## src/rtl/sig_period_meter.sv

```systemverilog
// Period and high-time meter for a slow asynchronous square wave, with a sticky loss-of-signal timeout.
// Define DUTY_MEAS_EN to build the high-time counter; without it high_time reads as 0.
module sig_period_meter #(
    parameter int CNT_W       = 16,
    parameter int SYNC_STAGES = 2
) (
    input  logic             clk,
    input  logic             rst,
    input  logic             sig_in,
    input  logic             enable,
    output logic [CNT_W-1:0] period,
    output logic [CNT_W-1:0] high_time,
    output logic             meas_valid,
    output logic             timeout,
    output logic             busy
);

    typedef enum logic [1:0] {
        IDLE    = 2'd0,
        ARM     = 2'd1,
        MEASURE = 2'd2
    } state_t;

    state_t                 state_q, state_d;
    logic [SYNC_STAGES-1:0] sync_q, sync_d;
    logic                   lvl_prev_q, lvl_prev_d;
    logic [CNT_W-1:0]       cnt_q, cnt_d;
    logic [CNT_W-1:0]       period_q, period_d;
    logic                   valid_q, valid_d;
    logic                   timeout_q, timeout_d;

    logic lvl;
    logic rise;
    logic take_rise;
    logic capture;
    logic clr;

    assign sync_d     = {sync_q[SYNC_STAGES-2:0], sig_in};
    assign lvl        = sync_q[SYNC_STAGES-1];
    assign lvl_prev_d = lvl;
    assign rise       = lvl & ~lvl_prev_q;

    // A dropped enable overrides everything, including a rise in the same cycle.
    always_comb begin
        state_d   = state_q;
        cnt_d     = cnt_q;
        period_d  = period_q;
        valid_d   = 1'b0;
        timeout_d = timeout_q;
        take_rise = 1'b0;
        capture   = 1'b0;
        clr       = 1'b0;

        if (!enable) begin
            state_d = IDLE;
            clr     = 1'b1;
        end else begin
            case (state_q)
                IDLE: begin
                    clr     = 1'b1;
                    state_d = ARM;
                end
                ARM, MEASURE: begin
                    if (rise) begin
                        take_rise = 1'b1;
                        capture   = (state_q == MEASURE);
                        state_d   = MEASURE;
                    end else if (cnt_q == {CNT_W{1'b1}}) begin
                        timeout_d = 1'b1;
                        clr       = 1'b1;
                        state_d   = ARM;
                    end else begin
                        cnt_d = cnt_q + CNT_W'(1);
                    end
                end
                default: begin
                    clr     = 1'b1;
                    state_d = IDLE;
                end
            endcase
        end

        if (clr) begin
            cnt_d = '0;
        end else if (take_rise) begin
            cnt_d = CNT_W'(1);
        end

        if (capture) begin
            period_d  = cnt_q;
            valid_d   = 1'b1;
            timeout_d = 1'b0;
        end
    end

    always_ff @(posedge clk) begin
        if (rst) begin
            state_q    <= IDLE;
            sync_q     <= '0;
            lvl_prev_q <= 1'b0;
            cnt_q      <= '0;
            period_q   <= '0;
            valid_q    <= 1'b0;
            timeout_q  <= 1'b0;
        end else begin
            state_q    <= state_d;
            sync_q     <= sync_d;
            lvl_prev_q <= lvl_prev_d;
            cnt_q      <= cnt_d;
            period_q   <= period_d;
            valid_q    <= valid_d;
            timeout_q  <= timeout_d;
        end
    end

`ifdef DUTY_MEAS_EN
    logic [CNT_W-1:0] hcnt_q, hcnt_d;
    logic [CNT_W-1:0] high_q, high_d;

    // hcnt never exceeds cnt, so it shares the reload/clear events and needs no own saturation.
    always_comb begin
        hcnt_d = hcnt_q;
        high_d = high_q;
        if (clr) begin
            hcnt_d = '0;
        end else if (take_rise) begin
            hcnt_d = CNT_W'(1);
            if (capture) begin
                high_d = hcnt_q;
            end
        end else if (state_q == MEASURE && lvl) begin
            hcnt_d = hcnt_q + CNT_W'(1);
        end
    end

    always_ff @(posedge clk) begin
        if (rst) begin
            hcnt_q <= '0;
            high_q <= '0;
        end else begin
            hcnt_q <= hcnt_d;
            high_q <= high_d;
        end
    end

    assign high_time = high_q;
`else
    assign high_time = '0;
`endif

    assign period     = period_q;
    assign meas_valid = valid_q;
    assign timeout    = timeout_q;
    assign busy       = (state_q != IDLE);

endmodule

```

## config.mk

```make
export PLATFORM = sky130hd
export DESIGN_NAME = sig_period_meter
export DESIGN_NICKNAME = d
export VERILOG_FILES = /design/src/rtl/sig_period_meter.sv
export SDC_FILE = /design/constraint.sdc
export NUM_CORES = 1
export LEC_CHECK = 0
export ABC_AREA = 1
export BUFFER_PORTS_ARGS = -buffer_cell sky130_fd_sc_hd__buf_4
export CORE_MARGIN = 2
export CORE_UTILIZATION = 54
export CTS_CLUSTER_DIAMETER = 40
export CTS_CLUSTER_SIZE = 28
export DETAILED_ROUTE_END_ITERATION = 8
export HOLD_SLACK_MARGIN = 0.03
export PLACE_DENSITY = 0.8
export SYNTH_ARGS = -nofsm -noshare
export SYNTH_HDL_FRONTEND = slang
export SYNTH_SLANG_ARGS = --single-unit
```

## constraint.sdc

```tcl
create_clock -name clk -period 1.5 [get_ports clk]
set_input_delay 0.3 -clock clk [delete_from_list [all_inputs] [get_ports clk]]
set_output_delay 0.3 -clock clk [all_outputs]
set_load 0.01 [all_outputs]
```

# == Word-level counts from Yosys, hierarchy flattened ==
# Cells that the tools add are included.
# word_totals
register_bits,39
input_bits,4
elab_cells,51
# classes
bitwise,5
eq_ne,6
reduce_logical,12
add_sub_neg,1
n_mux,19
# ops
op,count
"adder 16 x 1 -> 16 bit, second input constant",1
"== test 16 bit, second input constant",1
two-way mux 1 bit,16
AND reduction 4 bit,3
OR reduction 2 bit,4
nonzero test 2 bit,3
two-way mux 2 bit,2
NOT 1 bit,4
case mux 2 bit (2 select lines),1
"inequality test 3 bit, second input constant",1
OR reduction 3 bit,1
"== test 2 x 1 -> 1 bit, second input constant",1
"== test 2 bit, second input constant",1
zero test 2 bit,1
"inequality test 2 x 1 -> 1 bit, second input constant",1
"inequality test 2 bit, second input constant",1
AND 1 bit,1

# == Logic depth before layout (Yosys ltp) ==
# Gate-level depths: netlist (run 1).
# logic_depth
ltp_word,7
depth_mapped,9
depth_no_buf,9

# == Least setup slack after synthesis (run 1) ==
# Ideal clock, no wire load.
# synth_timing
path_type,register to register
from,register cnt_q[0]
to,register cnt_q[11]
n_path_buf,1
period_less_slack_ps,1353
path_stages_with_launch,8
arrival_time_ps,1231
slack_ps,147
cell_sequence,dfxtp_1 -> ha_1 -> nand3_2 -> nor2_4 -> nand2_4 -> nand3_4 -> buf_8 -> a21oi_2
# synth_between
elab_chain_cells,6
elab_cells_between_ends,9
classes_between,add/sub: 1; eq/ne: 1; mux: 4; bitwise: 1; reduce/logical: 2
# synth_rtl
element,line_no,rtl
start: declaration,27,"logic [CNT_W-1:0] cnt_q, cnt_d;"
start signal: assignment,109,cnt_q <= cnt_d;
== test 16 bit,68,end else if (cnt_q == {CNT_W{1'b1}}) begin
two-way mux 1 bit,68,
two-way mux 1 bit,64,if (rise) begin
two-way mux 1 bit,58,case (state_q)
two-way mux 1 bit,54,if (!enable) begin
OR reduction 3 bit (no source line),n/a,
# Parallel ways exist; a longest one is shown, timed or not.
# A chain may end at the register's enable or synchronous reset.

# == Worst setup path in the final report (run 1) ==
# layout_timing
from,register state_q[0]
to,output port busy
# layout_between
elab_chain_cells,1
# layout_rtl
element,line_no,rtl
start: declaration,24,"state_t state_q, state_d;"
start signal: assignment,106,state_q <= state_d;
nonzero test 2 bit,154,assign busy = (state_q != IDLE);
end: declaration,15,output logic busy
# Every way passes these cells.

==> load_flow_metrics.sql, run 1 <==
INSERT INTO impl_metrics (metric_group, metric, value, unit) VALUES
('outcome', 'run_status', 'completed', ''),
('final_layout', 'fraction_of_final_layout_cells_with_drive_strength_greater_than_1', '31.27', '%'),
('timing', 'timing.final.crit_period', '1.421', 'ns'),
('job', 'drv_cap', '0', ''),
('global_routing', 'vias_in_the_first_global_route', '1422', ''),
('drt', 'firstDrtPassIters', '4', ''),
('clocking', 'clk_root_buffer_cell', 'sky130_fd_sc_hd__clkbuf_4', ''),
('clocking', 'cts_hold_buffers', '0', ''),
('synthesis', 'number_of_enable_type_register_cells_in_the_synthesized_netlist', '0', ''),
('synthesis', 'synth_seq_cells', '39', ''),
('clocking', 'htree_num_levels', '2', ''),
('synthesis', 'synthArstFlopShare', '0', '%'),
('timing', 'finalCritPeriodShare', '94.76', '%'),
('global_routing', 'track_usage', '19.51', '%'),
('synthesis', 'synthCells', '245', ''),
('placement', 'detailedPlacementHpwl', '2.651', 'mm'),
('drt', 'number_of_vias_after_detailed_routing', '1571', ''),
('clocking', 'clock_insertion_delay_worst_skew', '0.35', 'ns'),
('critical_path', 'cp.arrival', '1.12', 'ns'),
('critical_path', 'max_stage_delay', '0.34', 'ns'),
('synthesis', 'synthesis.area_per_instance', '8.008', 'um^2'),
('critical_path', 'worstSetupEndpointType', 'primary output', ''),
('final_layout', 'antenna_cells', '0', ''),
('critical_path', 'setup.worst_path.start_class', 'flip-flop', ''),
('die', 'core_region_area', '0.003416', 'mm^2'),
('timing', 'setup_repair_after_global_routing_missed_its_margin', 'false', ''),
('clocking', 'cts.clk_slew.worst_paths', '0.11', 'ns'),
('synthesis', 'synth_area_leader_cell', 'sky130_fd_sc_hd__dfxtp_1', ''),
('final_layout', 'layout.nets', '282', ''),
('placement', 'finalWeightedCongestion', '0.8399', ''),
('timing', 'final.setup.tns', '0', 'ns'),
('critical_path', 'cp_data_required_time', '1.20', 'ns'),
('synthesis', 'post_synth_most_frequent_cells', 'sky130_fd_sc_hd__nand2_1 (41), sky130_fd_sc_hd__dfxtp_1 (39), sky130_fd_sc_hd__inv_1 (29)', ''),
('synthesis', 'ys_seq_area_share', '39.80', '%'),
('timing', 'timing.final.max_slew_violations', '0', ''),
('synthesis', 'yosysMostFrequentCell', 'sky130_fd_sc_hd__nand2_1', ''),
('critical_path', 'critical_path.cell_chain', 'inv_1 > ha_4 > inv_1 > buf_4', ''),
('die', 'initial_core_util', '57.44', '%'),
('global_routing', 'initial_antenna_violation_count', '0', ''),
('timing', 'maximum_frequency_from_static_timing_analysis', '703.5', 'MHz'),
('die', 'fp-row-count', '21', ''),
('synthesis', 'netlist_area', '0.001962', 'mm^2'),
('clocking', 'numClockSinks', '39', ''),
('critical_path', 'worst-r2r-setup-slack', '0.11', 'ns'),
('synthesis', 'netlist.area_leader.share', '39.80', '%'),
('drt', 'wire_per_inst', '11.05', 'um'),
('final_layout', 'area.growth.synth_to_final', '13.58', '%'),
('die', 'die_y', '64.28', 'um'),
('global_routing', 'grt-ovfl-total', '0', ''),
('critical_path', 'timing.setup.critical_path_class', 'reg -> out', ''),
('clocking', 'tritoncts', 'done', ''),
('critical_path', 'cp_common_cell', 'sky130_fd_sc_hd__inv_1', ''),
('placement', 'port_buffers', '22', ''),
('global_routing', 'maximum_number_of_pins_on_one_net_before_global_route_repair', '20', ''),
('drt', 'drt_wl_total', '3.548', 'mm'),
('timing', 'worst_clock_skew', '0.003262', 'ns'),
('pwr', 'pwr_density_cell', '787.9', 'mW/mm^2'),
('global_routing', 'first_pass_grt_wire_length', '6.348', 'mm'),
('timing', 'final_hold_viol_count', '0', ''),
('critical_path', 'cpMaxStageDelayCell', 'sky130_fd_sc_hd__dfxtp_2', ''),
('clocking', 'inserted_clock_buffers', '5', ''),
('synthesis', 'synth.top_cells.by_area', 'sky130_fd_sc_hd__dfxtp_1 (40%), sky130_fd_sc_hd__nand2_1 (7.8%), sky130_fd_sc_hd__buf_4 (6.1%)', ''),
('critical_path', 'crit_start', 'state_q[0]', ''),
('timing', 'setup_viol_count_final', '0', ''),
('synthesis', 'ys_warn_count', '0', ''),
('drt', 'detail_route.drc_violations', '0', ''),
('drt', 'per_cell_via_count_in_the_routed_design', '4.894', ''),
('synthesis', 'dominantRegCellSynth', 'sky130_fd_sc_hd__dfxtp_1', ''),
('clocking', 'clockBufferDepth', '2', ''),
('worst_hold_path', 'min_delay_worst_type', 'in -> reg', ''),
('placement', 'numPlacedInstances', '312', '');
## worst min path at each step
stage / start / to / slack [ns] / cells past startpoint
after floorplan: rst / sync_q[0] / 0.37 / 1
after global placement: sync_q[0] / sync_q[1] / 0.39 / 2
after detailed placement: sync_q[0] / sync_q[1] / 0.40 / 2
after CTS: sig_in / sync_q[0] / 0.15 / 3
after global routing: sig_in / sync_q[0] / 0.15 / 3
final: sig_in / sync_q[0] / 0.15 / 3
## through the flow
stage	worst slack [ns]	instance area [um^2]	power [mW]	hold slack (ns)	utilization, %
after global placement	0.09779	2117	1.154	0.3913	61.98
after detailed placement	0.05001	2117	1.155	0.3963	61.98
after floorplan	0.1470	2018	1.161	0.3712	-
final	0.07855	2228	1.756	0.1537	65.24
after CTS	0.01043	2190	1.768	0.1454	64.10
after global routing	0.004830	2228	1.834	0.1539	65.24
## layer usage
layer	track usage, %	wire (um)	vias up
li1	-	-	822
met1	26.13	1765	703
met2	30.08	1543	40
met3	4.754	177	6
met4	7.979	62	0
met5	0	0	-
## sequential cells by signal (all words and copies together), names as in the netlist
name	flops
sync_q	2
state_q	2
cnt_q	16
period	16
lvl_prev_q	1
meas_valid	1
timeout	1
## report_power, final
| group | internal [mW] | total, mW | switching, mW |
|---|---|---|---|
| combinational | 0.0279 | 0.0964 | 0.0685 |
| sequential | 1.04 | 1.05 | 0.00333 |
| clock | 0.274 | 0.614 | 0.340 |
## cell usage in the layout (no fill, tap or decap), drive strengths merged, types with 4 or more instances in the layout
master and n:
nand3 27, ha 4, a21oi 13, nand2 46, buf 27, nor3 4, dfxtp 39, nor2 24
clkbuf 7, conb 16, o21ai 19, inv 36, nand4 10
## worst max-delay path: cells and delay by family (launching register included)
family / cells / cell delay (ns)
adder cells (fa/ha/maj): 1 / 0.15
buffers and inverters: 3 / 0.28
flip-flops: 1 / 0.34
## area by class of cell
class / count / area (um^2)
clock buffer: 7 / 65.06
clock inverter: 1 / 7.507
fill: 314 / 1187
inverter: 36 / 135.1
multi-input combinational: 165 / 975.9
sequential: 39 / 784.5
tap: 46 / 57.56
timing repair buffer: 27 / 202.7
## cell families (layout without fill, tap and decap cells)
kind of cell,count (synthesis),count (layout),synth area share [%]
XOR/XNOR,1,1,0.4465
AND/OR/NAND/NOR,112,112,30.68
buffers and inverters,56,71,14.73
flip-flops,39,39,39.80
adder cells (fa/ha/maj),4,4,2.551
other,1,16,0.1911
AO/OA/AOI/OAI,32,32,11.61
## timing repair
action,in CTS,in global routing
gates resized for setup,0,7
setup endpoints to repair,0,18
buffers inserted,0,1
Note: power is estimated with default switching activity, not from simulation.
==> inputs of run 2 (changes only) <==
BUFFER_PORTS_ARGS = unset   (was -buffer_cell sky130_fd_sc_hd__buf_4)
CORE_UTILIZATION = 56   (was 54)
DONT_BUFFER_PORTS = 1   (was unset)
PLACE_DENSITY = 0.76   (was 0.8)
clock period = 1.15 ns   (was 1.5 ns; I/O delays follow)
==> load_flow_metrics.sql, run 2 (synthesis gave the netlist of run 1 again) <==
INSERT INTO impl_metrics (metric_group, metric, value, unit) VALUES
('outcome', 'run_status', 'finished, violations left', ''),
('timing', 'setup_viol_count_final', '36', ''),
('drt', 'drt_wl_total', '4.773', 'mm'),
('global_routing', 'vias_in_the_first_global_route', '1631', ''),
('clocking', 'clock_insertion_delay_worst_skew', '0.36', 'ns'),
('final_layout', 'layout.cells.most_common_list', 'sky130_fd_sc_hd__nand2_1 (39), sky130_fd_sc_hd__dfxtp_1 (34), sky130_fd_sc_hd__buf_4 (32)', ''),
('final_layout', 'fraction_of_final_layout_cells_with_drive_strength_greater_than_1', '39.45', '%'),
('die', 'floorplan.die.width', '63.19', 'um'),
('critical_path', 'timing.setup.critical_path_class', 'reg -> reg', ''),
('critical_path', 'regToRegEndpoint', 'cnt_q[2]', ''),
('pwr', 'cellLeakagePower', '0.9772', 'nW'),
('final_layout', 'final_common_cell', 'sky130_fd_sc_hd__nand2_1', ''),
('worst_hold_path', 'holdCritStartpoint', 'enable', ''),
('final_layout', 'stdcell_count', '335', ''),
('timing', 'worst_slack', '-0.2210', 'ns'),
('job', 'drv_cap', '0', ''),
('critical_path', 'worstSetupEndpointType', 'flip-flop', ''),
('die', 'core_region_area', '0.003363', 'mm^2'),
('global_routing', 'initial_antenna_violation_count', '0', ''),
('clocking', 'numClockSinks', '39', ''),
('critical_path', 'critical_path_peak_fanout', '3', ''),
('drt', 'drt_iter0_drc', '139', ''),
('timing', 'worst_clock_skew', '0.01347', 'ns'),
('global_routing', 'track_usage', '25.17', '%'),
('clocking', 'htree_num_levels', '2', ''),
('drt', 'detail_route.drc_violations', '0', ''),
('drt', 'number_of_vias_after_detailed_routing', '1781', ''),
('placement', 'detailedPlacementHpwl', '2.902', 'mm'),
('timing', 'final_hold_viol_count', '0', ''),
('final_layout', 'layout.nets', '296', ''),
('timing', 'timing.final.max_slew_violations', '0', ''),
('worst_hold_path', 'min_delay_worst_type', 'in -> reg', ''),
('outcome', 'violations', 'negative setup slack', ''),
('timing', 'setup_repair_after_global_routing_missed_its_margin', 'true', ''),
('clocking', 'cts.clk_slew.worst_paths', '0.12', 'ns'),
('worst_hold_path', 'holdPathStages', '2', ''),
('die', 'initial_core_util', '58.33', '%'),
('global_routing', 'grt-ovfl-total', '0', ''),
('critical_path', 'timing.rr.start', 'state_q[1]', ''),
('placement', 'port_buffers', '0', ''),
('critical_path', 'worst-r2r-setup-slack', '-0.22', 'ns'),
('die', 'pin_count', '39', ''),
('clocking', 'inserted_clock_buffers', '5', ''),
('placement', 'numPlacedInstances', '317', ''),
('worst_hold_path', 'min_to', 'state_q[1]', ''),
('drt', 'per_cell_via_count_in_the_routed_design', '5.316', ''),
('final_layout', 'antenna_cells', '0', ''),
('timing', 'maximum_frequency_from_static_timing_analysis', '729.4', 'MHz'),
('drt', 'wire_per_inst', '14.25', 'um'),
('clocking', 'clk_root_buffer_cell', 'sky130_fd_sc_hd__clkbuf_4', ''),
('final_layout', 'area.growth.synth_to_final', '25.89', '%'),
('pwr', 'pwr_density_cell', '997.2', 'mW/mm^2'),
('drt', 'ant_nets', '0', ''),
('critical_path', 'crit_start', 'state_q[1]', ''),
('die', 'fp-row-count', '21', ''),
('critical_path', 'r2r.worst_path.cells', '7', ''),
('die', 'die_y', '63.19', 'um'),
('die', 'die-area', '0.003993', 'mm^2'),
('critical_path', 'cp_data_required_time', '1.44', 'ns'),
('clocking', 'clockBufferDepth', '2', ''),
('global_routing', 'maximum_number_of_pins_on_one_net_before_global_route_repair', '20', ''),
('critical_path', 'cp.arrival', '1.66', 'ns'),
('placement', 'finalWeightedCongestion', '0.8858', ''),
('pwr', 'max-vdd-ir-drop', '0.0005005', 'V'),
('clocking', 'tritoncts', 'done', ''),
('timing', 'finalCritPeriodShare', '119.2', '%'),
('pwr', 'finalPower', '2.463', 'mW'),
('global_routing', 'first_pass_grt_wire_length', '7.872', 'mm'),
('critical_path', 'setup.worst_path.start_class', 'flip-flop', ''),
('timing', 'timing.final.crit_period', '1.371', 'ns'),
('drt', 'firstDrtPassIters', '4', '');
[run 2: cell types whose count changed in the layout (fill, tap and decap cells not counted), moves of 3 or more]
cell and delta:
sky130_fd_sc_hd__a21oi_1 -3, sky130_fd_sc_hd__a21oi_2 +3, sky130_fd_sc_hd__buf_4 +5, sky130_fd_sc_hd__dlygate4sd3_1 +4, sky130_fd_sc_hd__inv_1 -3, sky130_fd_sc_hd__nor2_1 -3
[run 2: final cells by class]
class	count	area, um^2
Sequential cell	39	792.0
Multi-Input combinational cell	167	1081
Clock inverter	3	43.79
Tap cell	46	57.56
Fill cell	243	893.4
Inverter	36	140.1
Clock buffer	5	37.54
Timing Repair Buffer	39	317.8
[run 2: report_power, final]
group	internal [mW]	total (mW)	switching [mW]	leakage, nW
Combinational	0.0508	0.149	0.0986	0.614
Sequential	1.36	1.36	0.00455	0.318
Clock	0.457	0.954	0.496	0.0452
Total	1.86	2.46	0.599	0.977
[run 2: per-stage QoR]
step                setup WS, ns  TNS, ns  hold slack, ns  utilization [%]  area [um^2]
floorplan               -0.07530  -0.9848          0.3012                -         2069
global placement         -0.1225   -2.189          0.3023            65.92         2217
detailed placement       -0.1766   -3.117          0.3045            65.92         2217
CTS                      -0.1364   -2.802         0.05427            72.06         2424
global route             -0.2752   -6.102         0.04749            73.44         2470
finish                   -0.2210   -3.396         0.04286            73.44         2470
[run 2: layer usage]
| metal | up-vias | global-route usage (%) | wire length [um] |
|---|---|---|---|
| met2 | 95 | 39.63 | 2154 |
| met3 | 19 | 6.429 | 445 |
| met4 | 0 | 9.783 | 126 |
| met5 | - | 0 | 0 |
| met1 | 819 | 33.11 | 2047 |
| li1 | 848 | - | - |
[run 2: worst max path at each step]
stage                             to  cells past startpoint
after floorplan            cnt_q[11]                      7
after global placement    state_q[1]                      6
after detailed placement  state_q[1]                      6
after CTS                 state_q[1]                      6
after global routing        cnt_q[2]                      7
final                       cnt_q[2]                      7
[run 2: timing repair]
action | 4_1_cts | 5_1_grt
resized for setup | 15 | 12
hold buffers | 3 | 1
endpoints found under the hold margin | 4 | 1
setup buffers | 3 | 2
gates cloned | 2 | 0
setup endpoints to repair | 36 | 36
pin swaps | 8 | 3
[run 2: worst max-delay path: stages (launching register included)]
cell and delay, ns:
sky130_fd_sc_hd__dfxtp_2 0.36, sky130_fd_sc_hd__inv_2 0.05, sky130_fd_sc_hd__ha_4 0.28, sky130_fd_sc_hd__nand2_4 0.05
sky130_fd_sc_hd__nor2_4 0.19, sky130_fd_sc_hd__buf_6 0.14, sky130_fd_sc_hd__nand4_1 0.11, sky130_fd_sc_hd__a21oi_2 0.14
==> inputs of run 3 (changes only) <==
CAP_MARGIN = 30   (was unset)
MAX_ROUTING_LAYER = met4   (was unset)
SETUP_SLACK_MARGIN = 0.1   (was unset)
==> load_flow_metrics.sql, run 3 (synthesis gave the netlist of run 1 again) <==
INSERT INTO impl_metrics (metric_group, metric, value, unit) VALUES
('global_routing', 'initial_antenna_violation_count', '0', ''),
('drt', 'drt_iter0_drc', '133', ''),
('timing', 'final_hold_viol_count', '0', ''),
('critical_path', 'timing.setup.critical_path_class', 'reg -> reg', ''),
('placement', 'finalWeightedCongestion', '0.8643', ''),
('pwr', 'max-vdd-ir-drop', '0.0005467', 'V'),
('placement', 'numPlacedInstances', '326', ''),
('clocking', 'clockBufferDepth', '2', ''),
('worst_hold_path', 'min_delay_worst_type', 'in -> reg', ''),
('critical_path', 'critical_path_peak_fanout', '7', ''),
('clocking', 'clk_root_buffer_cell', 'sky130_fd_sc_hd__clkbuf_4', ''),
('job', 'drv_cap', '0', ''),
('drt', 'detail_route.drc_violations', '0', ''),
('timing', 'timing.final.max_slew_violations', '0', ''),
('timing', 'timing.final.crit_period', '1.386', 'ns'),
('critical_path', 'cp_data_required_time', '1.43', 'ns'),
('global_routing', 'track_usage', '27.79', '%'),
('final_layout', 'fin_area', '0.002559', 'mm^2'),
('final_layout', 'fillcell_total', '202', ''),
('pwr', 'cellLeakagePower', '1.001', 'nW'),
('die', 'die_y', '63.19', 'um'),
('critical_path', 'max_stage_delay', '0.36', 'ns'),
('timing', 'hold_slack', '0.05394', 'ns'),
('timing', 'finalCritPeriodShare', '120.5', '%'),
('die', 'floorplan.die.width', '63.19', 'um'),
('placement', 'placement_setup_slack', '-0.2221', 'ns'),
('global_routing', 'maximum_number_of_pins_on_one_net_before_global_route_repair', '20', ''),
('timing', 'worst_slack', '-0.2356', 'ns'),
('die', 'initial_core_util', '58.33', '%'),
('final_layout', 'final_common_cell', 'sky130_fd_sc_hd__buf_4', ''),
('clocking', 'cts_hold_buffers', '3', ''),
('critical_path', 'cpMaxStageDelayCell', 'sky130_fd_sc_hd__dfxtp_2', ''),
('placement', 'port_buffers', '0', ''),
('final_layout', 'layout.core_utilization', '76.08', '%'),
('clocking', 'cts.clk_slew.worst_paths', '0.12', 'ns'),
('final_layout', 'layout.cells.most_common_list', 'sky130_fd_sc_hd__buf_4 (40), sky130_fd_sc_hd__nand2_1 (38), sky130_fd_sc_hd__dfxtp_1 (29)', ''),
('timing', 'setup_repair_after_global_routing_missed_its_margin', 'true', ''),
('critical_path', 'cp.arrival', '1.67', 'ns'),
('drt', 'number_of_vias_after_detailed_routing', '1842', ''),
('outcome', 'violations', 'negative setup slack', ''),
('drt', 'firstDrtPassIters', '5', ''),
('die', 'die-area', '0.003993', 'mm^2'),
('pwr', 'finalPower', '2.413', 'mW'),
('die', 'core_region_area', '0.003363', 'mm^2'),
('final_layout', 'layout.nets', '304', ''),
('timing', 'worst_clock_skew', '0.01545', 'ns'),
('critical_path', 'setup.worst_path.start_class', 'flip-flop', ''),
('clocking', 'htree_num_levels', '2', ''),
('timing', 'maximum_frequency_from_static_timing_analysis', '721.7', 'MHz'),
('drt', 'wire_per_inst', '15.32', 'um'),
('final_layout', 'fraction_of_final_layout_cells_with_drive_strength_greater_than_1', '42.76', '%'),
('clocking', 'numClockSinks', '39', ''),
('global_routing', 'grt-ovfl-total', '0', ''),
('clocking', 'inserted_clock_buffers', '5', ''),
('timing', 'final.setup.tns', '-4.847', 'ns'),
('placement', 'post_dp_cell_area', '0.002286', 'mm^2'),
('clocking', 'tritoncts', 'done', ''),
('global_routing', 'vias_in_the_first_global_route', '1764', ''),
('critical_path', 'worstSetupEndpointType', 'flip-flop', ''),
('clocking', 'clock_insertion_delay_worst_skew', '0.36', 'ns'),
('final_layout', 'area.growth.synth_to_final', '30.42', '%'),
('timing', 'setup_viol_count_final', '35', ''),
('drt', 'ant_nets', '0', ''),
('final_layout', 'stdcell_count', '343', ''),
('die', 'fp-row-count', '21', ''),
('placement', 'detailedPlacementHpwl', '3.284', 'mm'),
('die', 'pin_count', '39', ''),
('critical_path', 'critical_path.cell_chain', 'inv_2 > ha_4 > nand2_4 > nor2_4 > nand3_4 > a21oi_1', ''),
('outcome', 'run_status', 'finished, violations left', ''),
('drt', 'drt_wl_total', '5.256', 'mm'),
('drt', 'per_cell_via_count_in_the_routed_design', '5.370', ''),
('global_routing', 'first_pass_grt_wire_length', '8.231', 'mm'),
('final_layout', 'antenna_cells', '0', ''),
('pwr', 'pwr_density_cell', '943.2', 'mW/mm^2');
run 3: timing repair:
action / 4_1_cts / 5_1_grt
setup endpoints to repair: 37 / 37
pin swaps: 7 / 4
resized for setup: 13 / 20
hold endpoints to repair: 5 / 1
gates cloned: 1 / 0
buffers inserted: 3 / 2
run 3: path summary, 6_finish.rpt:
check / slack [ns] / depth (start not counted) / from / endpoint
max reg2reg: -0.24 / 6 / state_q[1] / cnt_q[15]
min reg2reg: 0.44 / 2 / sync_q[0] / sync_q[1]
min: 0.05 / 2 / rst / meas_valid
max: -0.24 / 6 / state_q[1] / cnt_q[15]
run 3: cell type report:
class | count | area (um^2) | share of cell area [%]
multi-input cells | 166 | 1080 | 42.20
repair buffers | 48 | 404.1 | 15.79
inverters | 36 | 137.6 | 5.379
clock buffers | 7 | 76.32 | 2.983
well taps | 46 | 57.56 | 2.249
clock inverters | 1 | 5.005 | 0.1956
flip-flops and latches | 39 | 798.3 | 31.20
run 3: worst max-delay path, delay by kind of cell (launching register included):
kind | cells | cell delay [ns]
adder cells (fa/ha/maj) | 1 | 0.28
AO/OA/AOI/OAI | 1 | 0.17
flip-flops | 1 | 0.36
AND/OR/NAND/NOR | 3 | 0.44
buffers and inverters | 1 | 0.05
run 3: per-layer routing:
metal	wire, um	vias up	track usage [%]
li1	-	862	-
met1	2108	862	31.24
met2	2576	103	45.35
met3	388	15	7.143
met4	182	0	14.95
met5	0	-	-
run 3: where the power goes:
part / total, mW / internal [mW] / switching, mW
Sequential: 1.36 / 1.35 / 0.00530
Clock: 0.908 / 0.427 / 0.481
Combinational: 0.145 / 0.0483 / 0.0972
